$ cat src/rtl/uart_byte_sum_core.sv
// -----------------------------------------------------------------------------
// uart_byte_sum_core
//
// Receives a fixed-length frame of NUM_WORDS bytes over a UART (8N1) line.
// It returns one byte over a second UART line: the 8-bit wrap-around sum of
// every byte in the frame. Bytes that arrive while the reply is being sent
// are dropped. Bytes with a bad stop bit are dropped and are not counted.
//
// Ports
//   sysclk        in   system clock, all logic on the rising edge
//   resetn        in   synchronous active-low reset
//   uart_txd_in   in   serial data from the host, idle high, asynchronous
//   uart_rxd_out  out  serial data to the host, idle high, registered
//
// Internal handshakes are single-cycle pulses with no back-pressure:
//   rx_valid  : receiver -> collector, rx_shift holds the byte for that cycle
//   tx_start  : collector -> transmitter. Issued only when the collector moves
//               to SEND. The collector stays in SEND until tx_done, so the
//               transmitter is always idle when a tx_start arrives.
//   tx_done   : transmitter -> collector, pulses at the end of the stop bit
// -----------------------------------------------------------------------------
module uart_byte_sum_core #(
  parameter int CLKS_PER_BIT = 1250,
  parameter int NUM_WORDS    = 3072,
  parameter int DATA_WIDTH   = 8
) (
  input  logic sysclk,
  input  logic resetn,
  input  logic uart_txd_in,
  output logic uart_rxd_out
);

  localparam int CNT_W  = $clog2(CLKS_PER_BIT + 1);
  localparam int BIT_W  = $clog2(DATA_WIDTH + 1);
  localparam int WORD_W = $clog2(NUM_WORDS + 1);

  localparam logic [CNT_W-1:0]  BIT_LAST  = CNT_W'(CLKS_PER_BIT - 1);
  localparam logic [CNT_W-1:0]  HALF_LAST = CNT_W'(CLKS_PER_BIT / 2 - 1);
  localparam logic [BIT_W-1:0]  IDX_LAST  = BIT_W'(DATA_WIDTH - 1);
  localparam logic [WORD_W-1:0] WORD_LAST = WORD_W'(NUM_WORDS - 1);

  // ---------------------------------------------------------------------------
  // Input synchronizer: the host line is asynchronous to sysclk.
  // Both flops reset to the idle level so that no false start bit is seen.
  // ---------------------------------------------------------------------------
  logic rx_meta;
  logic rx_sync;

  always_ff @(posedge sysclk) begin
    if (!resetn) begin
      rx_meta <= 1'b1;
      rx_sync <= 1'b1;
    end else begin
      rx_meta <= uart_txd_in;
      rx_sync <= rx_meta;
    end
  end

  // ---------------------------------------------------------------------------
  // Receiver FSM
  // ---------------------------------------------------------------------------
  typedef enum logic [1:0] {
    RX_IDLE  = 2'd0,
    RX_START = 2'd1,
    RX_DATA  = 2'd2,
    RX_STOP  = 2'd3
  } rx_state_t;

  rx_state_t              rx_state, rx_state_n;
  logic [CNT_W-1:0]       rx_cnt, rx_cnt_n;
  logic [BIT_W-1:0]       rx_idx, rx_idx_n;
  logic [DATA_WIDTH-1:0]  rx_shift, rx_shift_n;
  logic                   rx_valid, rx_valid_n;

  always_ff @(posedge sysclk) begin
    if (!resetn) begin
      rx_state <= RX_IDLE;
      rx_cnt   <= '0;
      rx_idx   <= '0;
      rx_shift <= '0;
      rx_valid <= 1'b0;
    end else begin
      rx_state <= rx_state_n;
      rx_cnt   <= rx_cnt_n;
      rx_idx   <= rx_idx_n;
      rx_shift <= rx_shift_n;
      rx_valid <= rx_valid_n;
    end
  end

  always_comb begin
    rx_state_n = rx_state;
    rx_cnt_n   = rx_cnt;
    rx_idx_n   = rx_idx;
    rx_shift_n = rx_shift;
    rx_valid_n = 1'b0;
    case (rx_state)
      RX_IDLE: begin
        rx_cnt_n = '0;
        rx_idx_n = '0;
        if (!rx_sync) rx_state_n = RX_START;
      end
      RX_START: begin
        // Sample the middle of the start bit. A high level here means the
        // line only glitched low, so the receiver returns to idle.
        if (rx_cnt == HALF_LAST) begin
          rx_cnt_n   = '0;
          rx_state_n = rx_sync ? RX_IDLE : RX_DATA;
        end else begin
          rx_cnt_n = rx_cnt + CNT_W'(1);
        end
      end
      RX_DATA: begin
        if (rx_cnt == BIT_LAST) begin
          rx_cnt_n   = '0;
          rx_shift_n = {rx_sync, rx_shift[DATA_WIDTH-1:1]};
          if (rx_idx == IDX_LAST) begin
            rx_state_n = RX_STOP;
          end else begin
            rx_idx_n = rx_idx + BIT_W'(1);
          end
        end else begin
          rx_cnt_n = rx_cnt + CNT_W'(1);
        end
      end
      RX_STOP: begin
        // The stop bit is sampled mid-bit and the receiver goes idle at once.
        // A following start bit can therefore be seen without losing a cycle.
        if (rx_cnt == BIT_LAST) begin
          rx_cnt_n   = '0;
          rx_valid_n = rx_sync;
          rx_state_n = RX_IDLE;
        end else begin
          rx_cnt_n = rx_cnt + CNT_W'(1);
        end
      end
      default: rx_state_n = RX_IDLE;
    endcase
  end

  // ---------------------------------------------------------------------------
  // Frame collector FSM
  // ---------------------------------------------------------------------------
  typedef enum logic {
    TOP_COLLECT = 1'b0,
    TOP_SEND    = 1'b1
  } top_state_t;

  top_state_t             top_state, top_state_n;
  logic [WORD_W-1:0]      word_cnt, word_cnt_n;
  logic [DATA_WIDTH-1:0]  acc, acc_n;
  logic [DATA_WIDTH-1:0]  result, result_n;
  logic                   tx_start, tx_start_n;
  logic [DATA_WIDTH-1:0]  acc_sum;
  logic                   tx_done;

  // The addition wraps modulo 2**DATA_WIDTH by width truncation.
  assign acc_sum = acc + rx_shift;

  always_ff @(posedge sysclk) begin
    if (!resetn) begin
      top_state <= TOP_COLLECT;
      word_cnt  <= '0;
      acc       <= '0;
      result    <= '0;
      tx_start  <= 1'b0;
    end else begin
      top_state <= top_state_n;
      word_cnt  <= word_cnt_n;
      acc       <= acc_n;
      result    <= result_n;
      tx_start  <= tx_start_n;
    end
  end

  always_comb begin
    top_state_n = top_state;
    word_cnt_n  = word_cnt;
    acc_n       = acc;
    result_n    = result;
    tx_start_n  = 1'b0;
    case (top_state)
      TOP_COLLECT: begin
        if (rx_valid) begin
          if (word_cnt == WORD_LAST) begin
            // The last byte goes straight into the result. The running state
            // is cleared so the next frame starts from zero.
            result_n    = acc_sum;
            acc_n       = '0;
            word_cnt_n  = '0;
            tx_start_n  = 1'b1;
            top_state_n = TOP_SEND;
          end else begin
            acc_n      = acc_sum;
            word_cnt_n = word_cnt + WORD_W'(1);
          end
        end
      end
      TOP_SEND: begin
        // Received bytes are ignored until the reply has left the line.
        if (tx_done) top_state_n = TOP_COLLECT;
      end
      default: top_state_n = TOP_COLLECT;
    endcase
  end

  // ---------------------------------------------------------------------------
  // Transmitter FSM. The line output is a register, so every bit level
  // changes exactly on a clock edge and lasts CLKS_PER_BIT cycles.
  // ---------------------------------------------------------------------------
  typedef enum logic [1:0] {
    TX_IDLE  = 2'd0,
    TX_START = 2'd1,
    TX_DATA  = 2'd2,
    TX_STOP  = 2'd3
  } tx_state_t;

  tx_state_t              tx_state, tx_state_n;
  logic [CNT_W-1:0]       tx_cnt, tx_cnt_n;
  logic [BIT_W-1:0]       tx_idx, tx_idx_n;
  logic [DATA_WIDTH-1:0]  tx_shift, tx_shift_n;
  logic                   tx_line_n;
  logic                   tx_done_n;

  always_ff @(posedge sysclk) begin
    if (!resetn) begin
      tx_state     <= TX_IDLE;
      tx_cnt       <= '0;
      tx_idx       <= '0;
      tx_shift     <= '0;
      uart_rxd_out <= 1'b1;
      tx_done      <= 1'b0;
    end else begin
      tx_state     <= tx_state_n;
      tx_cnt       <= tx_cnt_n;
      tx_idx       <= tx_idx_n;
      tx_shift     <= tx_shift_n;
      uart_rxd_out <= tx_line_n;
      tx_done      <= tx_done_n;
    end
  end

  always_comb begin
    tx_state_n = tx_state;
    tx_cnt_n   = tx_cnt;
    tx_idx_n   = tx_idx;
    tx_shift_n = tx_shift;
    tx_line_n  = uart_rxd_out;
    tx_done_n  = 1'b0;
    case (tx_state)
      TX_IDLE: begin
        tx_line_n = 1'b1;
        if (tx_start) begin
          tx_line_n  = 1'b0;
          tx_cnt_n   = '0;
          tx_shift_n = result;
          tx_state_n = TX_START;
        end
      end
      TX_START: begin
        if (tx_cnt == BIT_LAST) begin
          tx_cnt_n   = '0;
          tx_idx_n   = '0;
          tx_line_n  = tx_shift[0];
          tx_shift_n = {1'b0, tx_shift[DATA_WIDTH-1:1]};
          tx_state_n = TX_DATA;
        end else begin
          tx_cnt_n = tx_cnt + CNT_W'(1);
        end
      end
      TX_DATA: begin
        if (tx_cnt == BIT_LAST) begin
          tx_cnt_n = '0;
          if (tx_idx == IDX_LAST) begin
            tx_line_n  = 1'b1;
            tx_state_n = TX_STOP;
          end else begin
            tx_idx_n   = tx_idx + BIT_W'(1);
            tx_line_n  = tx_shift[0];
            tx_shift_n = {1'b0, tx_shift[DATA_WIDTH-1:1]};
          end
        end else begin
          tx_cnt_n = tx_cnt + CNT_W'(1);
        end
      end
      TX_STOP: begin
        if (tx_cnt == BIT_LAST) begin
          tx_cnt_n   = '0;
          tx_done_n  = 1'b1;
          tx_state_n = TX_IDLE;
        end else begin
          tx_cnt_n = tx_cnt + CNT_W'(1);
        end
      end
      default: tx_state_n = TX_IDLE;
    endcase
  end

endmodule

$ cat config.mk
export PLATFORM = sky130hd
export DESIGN_NAME = uart_byte_sum_core
export DESIGN_NICKNAME = d
export VERILOG_FILES = /design/src/rtl/uart_byte_sum_core.sv
export SDC_FILE = /design/constraint.sdc
export NUM_CORES = 1
export LEC_CHECK = 0
export CAP_MARGIN = 20
export CORE_MARGIN = 8
export CORE_UTILIZATION = 28
export CTS_BUF_LIST = sky130_fd_sc_hd__clkbuf_16
export DETAILED_ROUTE_END_ITERATION = 8
export PLACE_DENSITY = 0.42
export RECOVER_POWER = 25
export SLEW_MARGIN = 30
export SYNTH_ARGS = -nofsm -noshare
export SYNTH_HDL_FRONTEND = slang
export SYNTH_SLANG_ARGS = --single-unit
$ cat constraint.sdc
create_clock -name sysclk -period 1.9 [get_ports sysclk]
set_input_delay 0.19 -clock sysclk [delete_from_list [all_inputs] [get_ports sysclk]]
set_output_delay 0.19 -clock sysclk [all_outputs]
set_load 0.03 [all_outputs]
**Word level (Yosys, flattened, before mapping)**

Cells that the tools add are included.

- Flip-flop bits (word level): 85
- Bits in latches: 0
- Memory bits (writable): 0
- ROM bits: 0
- Input port bits: 3
- Output and inout bits: 1
- Word-level logic and storage cells: 112
- Memories kept: 0

- $add $sub $neg: 6
- Multiply operators: 0
- Divide/modulo/power cells: 0
- Magnitude comparators: 0
- Equal/unequal tests: 24
- Shifts and indexed selects: 0
- Muxes and demuxes: 43
- Bitwise operators: 2
- Reduce and logical (&&, ||, !) cells: 19

Operators with widths:

| operator | number |
|---|---|
| $mux 11 | 4 |
| $mux 8 | 5 |
| $pmux 11 s3 | 1 |
| $ne 2x2->1 const B | 12 |
| $pmux 8 s3 | 1 |
| $add 11x1->11 const B | 2 |
| $eq 11x11->1 const B | 2 |
| $mux 2 | 11 |
| $pmux 11 s2 | 1 |
| $mux 4 | 5 |
| $pmux 2 s4 | 2 |
| $pmux 4 s2 | 2 |
| $reduce_and 5->1 | 3 |
| $add 12x1->12 const B | 1 |
| $eq 12x12->1 const B | 1 |
| $mux 12 | 1 |
| $reduce_and 3->1 | 4 |
| $eq 11x10->1 const B | 1 |
| $add 4x1->4 const B | 2 |
| $add 8x8->8 | 1 |
| $eq 2x2->1 const B | 4 |
| $eq 4x3->1 const B | 2 |
| $mux 1 | 8 |
| $reduce_and 2->1 | 3 |
| 10 further kinds | 15 |

**Depth between registers and ports, before layout**

Gate-level depths: netlist (run 1).

- Depth in word-level cells: 4
- Mapped depth: 8
- Mapped depth without buffers: 7

**Worst setup path after synthesis (run 1)**

Ideal clock, no wire load.

- Path type: flip-flop to flip-flop
- From: reg tx_state[0]
- To: reg tx_shift[5]
- Library setup time: 79 ps
- Arrival time: 1879 ps
- Required time: 1821 ps
- Slack: -58 ps
- Cell stages (with the launch flop): 8
- Path buffers: 1
- Cells stage by stage: dfxtp_1 > inv_1 > ha_1 > or2_1 > a2111oi_4 > buf_6 > nor2_1 > a211oi_2

- Word-level cells in the longest chain between the ends: 3
- Elaborated cells between the ends (all ways): 10
- Those cells by class: eq/ne: 6; mux: 1; reduce/logical: 3

RTL lines:

| item | RTL line | RTL |
|---|---|---|
| from (decl) | 218 | `tx_state_t tx_state, tx_state_n;` |
| from (signal assigned) | 234 | `tx_state <= tx_state_n;` |
| $eq 2x2->1 (tied with other cells) | 250 | `case (tx_state)` |
| $ne 2x2->1 (no line) or $reduce_bool 3->1 (tied branches) | n/a |  |
| $reduce_and 5->1 (no line) | n/a |  |
| to (signal assigned) | 237 | `tx_shift <= tx_shift_n;` |
| to (decl) | 221 | `logic [DATA_WIDTH-1:0] tx_shift, tx_shift_n;` |

Parallel ways exist; a longest one is shown, timed or not.
A chain may end at the register's enable or synchronous reset.

**Worst setup path after layout (run 1)**

- From: reg tx_cnt[1]
- To: reg tx_shift[4]

- Word-level cells in the longest chain between the ends: 3
- Elaborated cells between the ends (all ways): 4
- Those cells by class: eq/ne: 3; reduce/logical: 1

RTL lines:

| item | RTL line | RTL |
|---|---|---|
| from (decl) | 219 | `logic [CNT_W-1:0] tx_cnt, tx_cnt_n;` |
| from (signal assigned) | 235 | `tx_cnt <= tx_cnt_n;` |
| $eq 11x11->1 (*) | 261, 272 |  |
| $ne 2x2->1 (no line) | n/a |  |
| $reduce_and 5->1 (no line) (*) | n/a |  |

Every way passes the cells marked *; elsewhere a longest branch is shown, timed or not.

==> summary.txt, run 1 <==
Timing
  • Worst Skew: around 6.7 ps
  • Peak Freq: 546.8 MHz
  • Crit path time final: 1829 ps
  • Fin crit share: 0.9625
  • Worst Tran Pin Value: 703.3 ps
  • RSZ-0062 raised after global routing: yes
  • Final Max Tran Viols: 0
  • Slew margin rel.: 0.5312
  • Setup Viol. Count Final: 0
  • Final hold viol count: 0

CTS
  • Clk_lat worst skew: 340 ps
  • Clock Tree Buf Depth: 2
  • Root Buffer: clkbuf_16
  • Hold Buf Count CTS: 0
  • H-tree levels: 3
  • Sink Count: 85
  • Clock Pin Slew Worst Setup and Hold Paths: around 60 ps
  • CTS buffer count: 9
  • CTS tree: built

GRT
  • Overflow after GRT: 0
  • Largest net degree at the start of global routing: 22
  • Gr usage total: 0.09572
  • Vias in the first global route: 2,960
  • Initial antenna violation count: 0
  • First-pass GRT wire length: 14,130 microns

Hold path
  • Hold Path Cell Cnt: 1
  • Worst hold path class: register to register

Synth
  • FF+latch count, synth: 85
  • Synth top area share: 0.4255
  • Cell taking the most area after synthesis: dfxtp_1
  • Number of flops mapped to enable cells by yosys: 0
  • Synth async-reset ratio: 0
  • Synth top area cells: dfxtp_1 (43%), nor2_1 (7.4%), ha_1 (6.3%)
  • Most used flip-flop cell after synthesis: dfxtp_1
  • Mapped Cells: 437
  • Seq/Total Area, Yosys: 0.4255
  • Mapped Area: 3999 sq um
  • Top-count cell post-synth: dfxtp_1
  • Yosys warns: 0
  • Synth cell types: between 50 and 60
  • Synth top cells by count: dfxtp_1 (85), nor2_1 (79), mux2i_1 (23)
  • Syn avg cell area: 9.151 sq um
  • Syn_nets: 461

Pwr
  • Total power: 4.252 mW
  • Leakage: approximately 1.9 nW
  • Worst VDD drop: 0.0004323 V
  • Pwr dens: 861.2 nW/um^2

Place
  • Port bufs: 3
  • Final GP Congestion: just over 0.7
  • Post-DP HPWL: 5645 microns
  • Dpl cell area: around 4400 sq um

Die
  • Starting Density: 0.2870
  • Die H: 135.5 microns
  • Die area: ~18,000 sq um
  • Core Area: 13,930 sq um
  • # rows: 43
  • Die Width: 135.5 microns
  • Io pins: 4

Layout
  • ANT cells: 0
  • Final Cell Area: 4937 sq um
  • Synthesis-to-layout area growth: 23.47%
  • Nets@finish: ~490
  • Layout cell share with drive strength beyond 1: 0.1787

Route
  • Avg WL per Cell: 12.65 microns
  • DRT antenna net count: 0
  • Initial DRC count: roughly 120
  • Routed wire length: 8224 microns
  • Drt pass-1 iters: 4
  • Vias: between 3,000 and 4,000
  • DRC Markers: 0
  • Vias per cell: 4.718

Outcome
  • Status: finished, final reports clean

Worst setup path
  • Crit path launch type: register
  • Worst setup path category: register to register
  • CP required: 2120 ps
  • Arrival @ worst endpoint: 2040 ps
  • FF-to-FF path depth: 9
  • CP max FO: 6
  • CP endpoint kind: register

Run
  • Max-cap viol count: 0
==> registers in the layout, summed over array words and instances (netlist names), named ones only <==
register / cells
acc: 8
result: 8
rx_cnt: 11
rx_idx: 4
rx_meta: 1
rx_shift: 8
rx_state: 1
rx_sync: 1
rx_valid: 1
top_state: 1
tx_cnt: 11
tx_done: 1
tx_idx: 4
tx_shift: 8
tx_start: 1
tx_state: 2
uart_rxd_out: 1
word_cnt: 12
==> layout by cell type (no fill, tap or decap), drive strengths merged, types with 4 or more instances in the layout <==
cell and count:
nor3 6, and2 4, buf 30, ha 20, a211oi 11, a22o 7
and3 8, xor2 22, clkbuf 11, o21ai 5, inv 13, xnor2 13
a21oi 13, dfxtp 85, a22oi 7, nand3 20, nand2 22, nand4 13
nor2 79, nand2b 7, mux2i 23, o211ai 4
==> logic make-up after synthesis <==
group	synth area share
simple gates	0.2228
flops	0.4255
compound gates	0.1167
xor+xnor	0.07666
buf+inv	0.03035
mux	0.06039
fa+ha+maj	0.06758
==> power by group <==
part           switching [mW]  internal [mW]
combinational           0.218          0.210
sequential             0.0288           1.83
clock                   0.696           1.27
==> final cells by class <==
type                    instances  area (sq um)
flip-flops and latches         85          1708
multi-input cells             323          2310
well taps                     180         225.2
clock buffers                   9         225.2
fillers                      1401          8997
repair buffers                 35         321.6
inverters                      11         41.29
clock inverters                 7         106.4
==> worst max-delay path, cell delays in order (launching register included) <==
cell       delay (ps)
dfxtp_1           310
inv_1              50
ha_2              160
and4bb_2          270
nand3_4           120
a2111oi_4         290
buf_4             200
clkbuf_16         150
buf_12            100
a211oi_1           50
==> through the flow <==
step	hold WS, ps	std cells	utilization	TNS [ps]	setup WS (ps)
2_1_floorplan	291.5	437	-	0	6.817
3_3_place_gp	428.0	629	0.3161	0	37.85
3_5_place_dp	393.9	629	0.3161	0	22.77
4_1_cts	399.5	645	0.3401	0	6.614
5_1_grt	422.5	650	0.3543	-110.8	-27.02
6_report	407.6	650	0.3543	0	71.29
==> layer usage <==
layer / vias to the layer above / track usage / routed length, microns
li1: 1587 / - / -
met1: 1448 / 0.1247 / 4241
met2: 20 / 0.1447 / 3619
met3: 12 / 0.02596 / 231
met4: 0 / 0.04257 / 131
met5: - / 0 / 0
==> timing repair <==
action                     4_1_cts  5_1_grt
setup buffers                    0        4
resized for setup                1       29
pin swaps                        0       16
setup endpoints to repair        1       16
cloned                           0        1
==> path summary, 6_finish.rpt <==
path                  start           to  slack [ps]
hold reg to reg     rx_meta      rx_sync         410
setup reg to reg  tx_cnt[1]  tx_shift[4]          70
setup / recovery  tx_cnt[1]  tx_shift[4]          70
hold / removal      rx_meta      rx_sync         410
(Power assumes the default switching activity.)
==> run 2: changes to the inputs <==
Settings changed: CORE_MARGIN 8 to 2.
==> run 2 against run 1 <==
Clock power rose by 3%; wire length decreased by 1.6%; worst setup slack lost 6.2 ps; first-iteration DRC count up 51%; sequential power about the same; sequential share of layout area is 0.34 points higher; count of clock-buffer cells in the layout stayed put; flip-flop and latch count unchanged; die area down 17%; non-clock buffer count did not move; register-to-register slack is essentially flat; via count is 1.0% lower; highest routed layer unchanged.
==> summary.txt, run 2 (synthesis gave the netlist of run 1 again) <==
Outcome
  • Status: finished, final reports clean

GRT
  • Overflow after GRT: 0 (unchanged)
  • Largest net degree at the start of global routing: 20 (-9.1%)
  • First-pass GRT wire length: 13,830 microns (-2.1%)
  • Vias in the first global route: 2,881 (-2.7%)
  • Gr usage total: 0.1153 (+0.01962)
  • Initial antenna violation count: 0 (unchanged)

Route
  • Initial DRC count: 186 (+51%)
  • Vias per cell: 4.671 (-1.0%)
  • Drt pass-1 iters: 4 (unchanged)
  • Avg WL per Cell: 12.45 microns (-1.6%)
  • Routed wire length: 8094 microns (-1.6%)
  • DRT antenna net count: 0 (unchanged)
  • Vias: 3,036 (-1.0%)
  • DRC Markers: 0 (unchanged)

Timing
  • Worst Skew: 7.088 ps (+0.4276 ps)
  • Fin crit share: 0.9657 (+0.003252)
  • Final Max Tran Viols: 0 (unchanged)
  • TNS Setup: 0 ps (unchanged)
  • Crit path time final: 1835 ps (+6.178 ps)
  • Final WS setup: 65.12 ps (-6.178 ps)
  • Final hold viol count: 0 (unchanged)
  • Setup Viol. Count Final: 0 (unchanged)
  • Slew margin rel.: 0.5857 (+0.05455)
  • Peak Freq: 545.0 MHz (-0.34%)
  • Worst Tran Pin Value: 621.4 ps (-81.83 ps)

Layout
  • Post-route insts no fill: 650 (unchanged)
  • Most common cell after layout, fill and taps aside: dfxtp_1
  • Synthesis-to-layout area growth: 22.28%
  • Layout cell share with drive strength beyond 1: 0.1723 (-0.006383)
  • Nets@finish: 489 (unchanged)
  • Max FFs per register: 12 (unchanged)
  • # fillers: 1,412 (+0.79%)
  • Most flop-heavy register: word_cnt
  • Top Registers: word_cnt: 12 flops, rx_cnt: 11 flops, tx_cnt: 11 flops
  • ANT cells: 0 (unchanged)
  • Multi-input gate area: 2281 sq um (-1.2%)
  • FF/Latch Area: 1708 sq um (unchanged)
  • Leading cell types in the layout, fill and taps excluded: dfxtp_1 (82), nor2_1 (79), buf_4 (26)

Pwr
  • Worst VDD drop: 0.0004553 V (+5.3%)
  • Leakage: 1.849 nW (-0.79%)
  • Total power: 4.273 mW (+0.48%)
  • Pwr dens: 873.8 nW/um^2 (+1.5%)

Die
  • Core Area: 13,930 sq um (unchanged)
  • Die Width: 123.5 microns (-8.9%)
  • Die H: 123.5 microns (-8.9%)
  • # rows: 43 (unchanged)
  • Die area: 15,250 sq um (-17%)
  • Io pins: 4 (unchanged)
  • Starting Density: 0.2870 (unchanged)

Worst setup path
  • Slowest-stage cell, CP: or4b_2
  • Crit path launch type: register
  • CP peak stage delay: 600 ps (+290 ps)
  • CP endpoint kind: register
  • Arrival @ worst endpoint: 2110 ps (+70 ps)
  • Worst path cell trace: ha_2, fa_2, a211oi_2, o21bai_1, a21oi_2, or4b_2, nand3_1
  • Worst setup path category: register to register
  • CP max FO: 3 (-3)
  • CP required: 2180 ps (+60 ps)

CTS
  • Clk_lat worst skew: 340 ps (about the same)
  • CTS tree: built
  • Root Buffer: clkbuf_16
  • H-tree levels: 3 (unchanged)
  • Sink Count: 85 (unchanged)
  • CTS buffer count: 9 (unchanged)
  • Clock Tree Buf Depth: 2 (unchanged)
  • Clock Pin Slew Worst Setup and Hold Paths: 60 ps (about the same)

Place
  • Port bufs: 3 (unchanged)
  • Final GP Congestion: 0.7643 (+7.4%)
  • DP Cell Count: 631 (+0.32%)
  • Pre-CTS WS: 11.95 ps (-10.82 ps)
  • Post-DP HPWL: 5682 microns (+0.66%)

Hold path
  • Worst hold path class: register to register

Run
  • Max-cap viol count: 0 (unchanged)
run 2: changes by cell type in the layout (fill, tap and decap cells not counted), moves of 2 or more:
cell	previous run	this run
inv_1	12	10
clkinv_2	1	3
a211oi_1	4	6
dfxtp_2	5	2
buf_12	3	1
dfxtp_1	80	82
a211oi_2	7	5
clkbuf_2	0	2
run 2: power by group:
part	switching [mW]	total, mW	internal, mW
sequential	0.0271	1.86	1.83
clock	0.726	2.01	1.28
combinational	0.208	0.410	0.203
run 2: worst max-delay path: cells and delay by family (launching register included):
| kind | cells | cell delay (ps) |
|---|---|---|
| AO/OA/AOI/OAI | 3 | 330 |
| flip-flops | 1 | 330 |
| adder cells (fa/ha/maj) | 2 | 410 |
| AND/OR/NAND/NOR | 2 | 690 |
run 2: path summary, 6_finish.rpt:
| path | from | to | slack, ps | cells after the start |
|---|---|---|---|---|
| min reg2reg | rx_meta | rx_sync | 410 | 1 |
| max reg2reg | acc[0] | acc[6] | 70 | 7 |
| max | acc[0] | acc[6] | 70 | 7 |
| min | rx_meta | rx_sync | 410 | 1 |
run 2: layout make-up:
cell class,count,share of cell area
Clock buffer,9,0.04606
Clock inverter,7,0.02329
Inverter,11,0.008444
Multi-Input combinational cell,323,0.4665
Sequential cell,85,0.3493
Tap cell,180,0.04606
Timing Repair Buffer,35,0.06039
run 2: what timing repair did:
action                     in CTS  in global routing
setup buffers                   0                  2
resized for setup               1                 26
cloned                          0                  1
hold buffers                    0                  0
setup endpoints to repair       1                 20
pin swaps                       0                 11
run 2: per-layer routing:
layer	part of all wire	vias to the layer above	wire length [microns]	GRT usage
li1	-	1590	-	-
met1	0.53	1401	4274	0.1594
met2	0.43	29	3442	0.1672
met3	0.027	16	222	0.02491
met4	0.019	0	155	0.06037
met5	0	-	0	0
run 2: metrics by stage:
stage,util,instance area [sq um],hold WS (ps)
2_1_floorplan,-,4001,291.5
3_3_place_gp,0.3162,4407,396.0
3_5_place_dp,0.3162,4407,397.2
4_1_cts,0.3408,4750,407.8
5_1_grt,0.3509,4890,425.3
6_report,0.3509,4890,406.4
==> run 3: changes to the inputs <==
Settings changed: CAP_MARGIN 20 to 10, GPL_TIMING_DRIVEN set to 1.
==> results of run 3 <==
Final layout, timing and power as in run 2 (identical DEF).
==> RTL change (config.mk and constraints of run 1) <==
Take the reset off `tx_shift` and load it in a clocked block of its own.
--- a/src/rtl/uart_byte_sum_core.sv
+++ b/src/rtl/uart_byte_sum_core.sv
@@ -227,17 +227,19 @@
       tx_state     <= TX_IDLE;
       tx_cnt       <= '0;
       tx_idx       <= '0;
-      tx_shift     <= '0;
       uart_rxd_out <= 1'b1;
       tx_done      <= 1'b0;
     end else begin
       tx_state     <= tx_state_n;
       tx_cnt       <= tx_cnt_n;
       tx_idx       <= tx_idx_n;
-      tx_shift     <= tx_shift_n;
       uart_rxd_out <= tx_line_n;
       tx_done      <= tx_done_n;
     end
+  end
+
+  always_ff @(posedge sysclk) begin
+    tx_shift <= tx_shift_n;
   end
 
   always_comb begin
Behaviour: no difference found for any inputs over 10 cycles, from zero or initial values and one cycle with resetn low; that may be too few to reach the edited logic, so the function may still have changed.
==> RTL change against run 1 <==
Worst setup slack lost 0.032 ns. Final area shrank 0.91%. Routed wire length grew 0.72%. Sequential cell count is the same. Critical endpoint is now rx_idx[3]$_SDFFE_PN0P_. Via count grew 0.42%. Power shrank 9.8%. Count of clock-buffer cells in the layout is the same. Combinational power shrank 35%. Non-clock buffer count grew 2. Synthesized area grew 0.81%.
==> RTL change: results (changes against run 1) <==
synth_fp_nets: 453  # -1.7%
synth_edf_count: 8  # +8
r2r-start: "rx_cnt[8]$_SDFF_PN0_"
worstReg2RegEnd: "rx_idx[3]$_SDFFE_PN0P_"
ir_drop_uv: 499.2  # +15%
synthFlopType: "dfxtp_1"
drt_wl_total_mm: 8.283  # +0.72%
drt_pass1_iterations: 6  # +2
placed_area_um2: 4504  # +2.3%
routedWlPerCell_um: 12.74  # +0.72%
synth_area_leaders: "dfxtp_1 (38%), ha_1 (6.2%), edfxtp_1 (6.0%), nor2_1 (5.9%), xnor2_1 (3.5%)"
gp_congestion: 0.7513  # +5.5%
p_leak_nw: 1.759  # -5.6%
hold_class: "in -> reg"
grt_pass1_vias: 3044  # +2.8%
critPathMaxStageDelay_ns: 0.42  # +0.11 ns
die_area_um2: 18490  # +0.72%
syn_inst: 429  # -1.8%
nNetsFinal: 486  # -0.61%
status: "completed"
netlist_top_cells_count: "dfxtp_1 (77), nor2_1 (63), nand2_1 (23)"
crit_family: "simple AND/OR/NAND/NOR gates"
worstPathMaxFanout: 3  # -3
dp_hpwl_mm: 5.837  # +3.4%
crit_arrival_ns: 2.14  # +0.10 ns
worstHoldPathCells: 2  # +1
drt-initial-drc-count: 142  # +15%
grt_pass1_wl_mm: 14.41  # +2.0%
drive_above_1_share: 0.1717  # -0.007050
max_slew_margin: 0.4897  # -0.04145
ys_seq_area_frac: 0.4420  # +0.01643
critPathSlowestCell: "or4_1"
reg_top3: "word_cnt x12, rx_cnt x11, tx_cnt x11"
worstHoldStart: "uart_txd_in"
grt_max_degree: 25  # +14%
worst_hold_slack_ns: 0.4150  # +0.007362 ns
fin_skew_ns: 0.007803  # +0.001142 ns
dp.cells: 634  # +0.79%
hold_end: "rx_meta$_SDFF_PN1_"
port_buffers: 3  # unchanged
diodes: 0  # unchanged
fillCellCount: 1463  # +4.4%
drt-vias-per-instance: 4.738  # +0.42%
antenna_found_initial: 0  # unchanged
r2r_slack_ns: 0.04  # -0.03 ns
reg2reg_depth: 6  # -3
grt_usage: 0.09640  # +0.0006752
yosys.cell_types.count: 54  # +3.8%
clk_latency_ns: 0.34  # about the same
==> RTL change: cell types whose count changed in the layout (fill, tap and decap cells not counted), sizes merged, moves of 4 or more <==
cell | run 1 | this run
nor2b | 1 | 6
dfxtp | 85 | 77
nor2 | 79 | 64
a211oi | 11 | 4
xor2 | 22 | 12
or3 | 1 | 5
mux2 | 1 | 8
edfxtp | 0 | 8
mux2i | 23 | 13
o21ai | 5 | 11
==> RTL change: kinds of logic after synthesis <==
family / Yosys count / share of synthesized area
fa+ha+maj: 21 / 0.06704
flops: 85 / 0.4420
mux: 21 / 0.05462
xor+xnor: 28 / 0.06083
simple gates: 176 / 0.2287
compound gates: 70 / 0.1189
buf+inv: 28 / 0.02793
==> RTL change: how the worst max path moves through the flow <==
stage	end	startpoint	slack (ns)
final	rx_idx[3]$_SDFFE_PN0P_	rx_cnt[8]$_SDFF_PN0_	0.04
after global routing	rx_idx[3]$_SDFFE_PN0P_	rx_cnt[1]$_SDFF_PN0_	-0.03
after CTS	result[6]$_SDFFE_PN0P_	rx_shift[0]$_SDFFE_PN0P_	0.006
after detailed placement	rx_cnt[5]$_SDFF_PN0_	rx_cnt[8]$_SDFF_PN0_	-0.04
after global placement	result[6]$_SDFFE_PN0P_	rx_shift[0]$_SDFFE_PN0P_	0.02
after floorplan	rx_cnt[4]$_SDFF_PN0_	rx_cnt[2]$_SDFF_PN0_	0.04
==> RTL change: cell type report <==
cell class / instances / area (um^2) / area share
clock buffer: 9 / 225.2 / 0.04604
clock inverter: 6 / 56.30 / 0.01151
inverter: 12 / 45.04 / 0.009207
multi-input combinational: 317 / 2248 / 0.4596
sequential: 85 / 1787 / 0.3652
tap: 184 / 230.2 / 0.04706
timing repair buffer: 37 / 300.3 / 0.06138
==> RTL change: power by group <==
group | switching [mW] | internal, mW
Clock | 0.692 | 0.999
Sequential | 0.0160 | 1.85
Combinational | 0.154 | 0.125
==> RTL change: worst register-to-register path: stages, from the launching register on <==
cell     delay [ns]
dfxtp_2        0.32
or3_4          0.39
buf_4          0.15
nor4_4         0.28
nand4_1        0.16
or4_1          0.42
nand3_1        0.09
==> RTL change: through the flow <==
step	worst slack [ns]	TNS, ns	power (mW)
CTS	0.006400	0	3.910
floorplan	0.03962	0	2.081
global route	-0.03132	-0.03755	4.009
finish	0.03948	0	3.837
detailed placement	-0.03559	-0.2263	2.190
global placement	0.01510	0	2.191
==> RTL change: metal layers <==
metal  share of wire  global-route usage
met1            0.52              0.1231
met2            0.45              0.1528
met3           0.021             0.02033
met4           0.017             0.04393
met5               0                   0
==> RTL change: what timing repair did <==
item | in CTS | in global routing
gates resized for setup | 2 | 20
setup endpoints to repair | 11 | 31
gates cloned | 1 | 0
pin swaps | 0 | 10
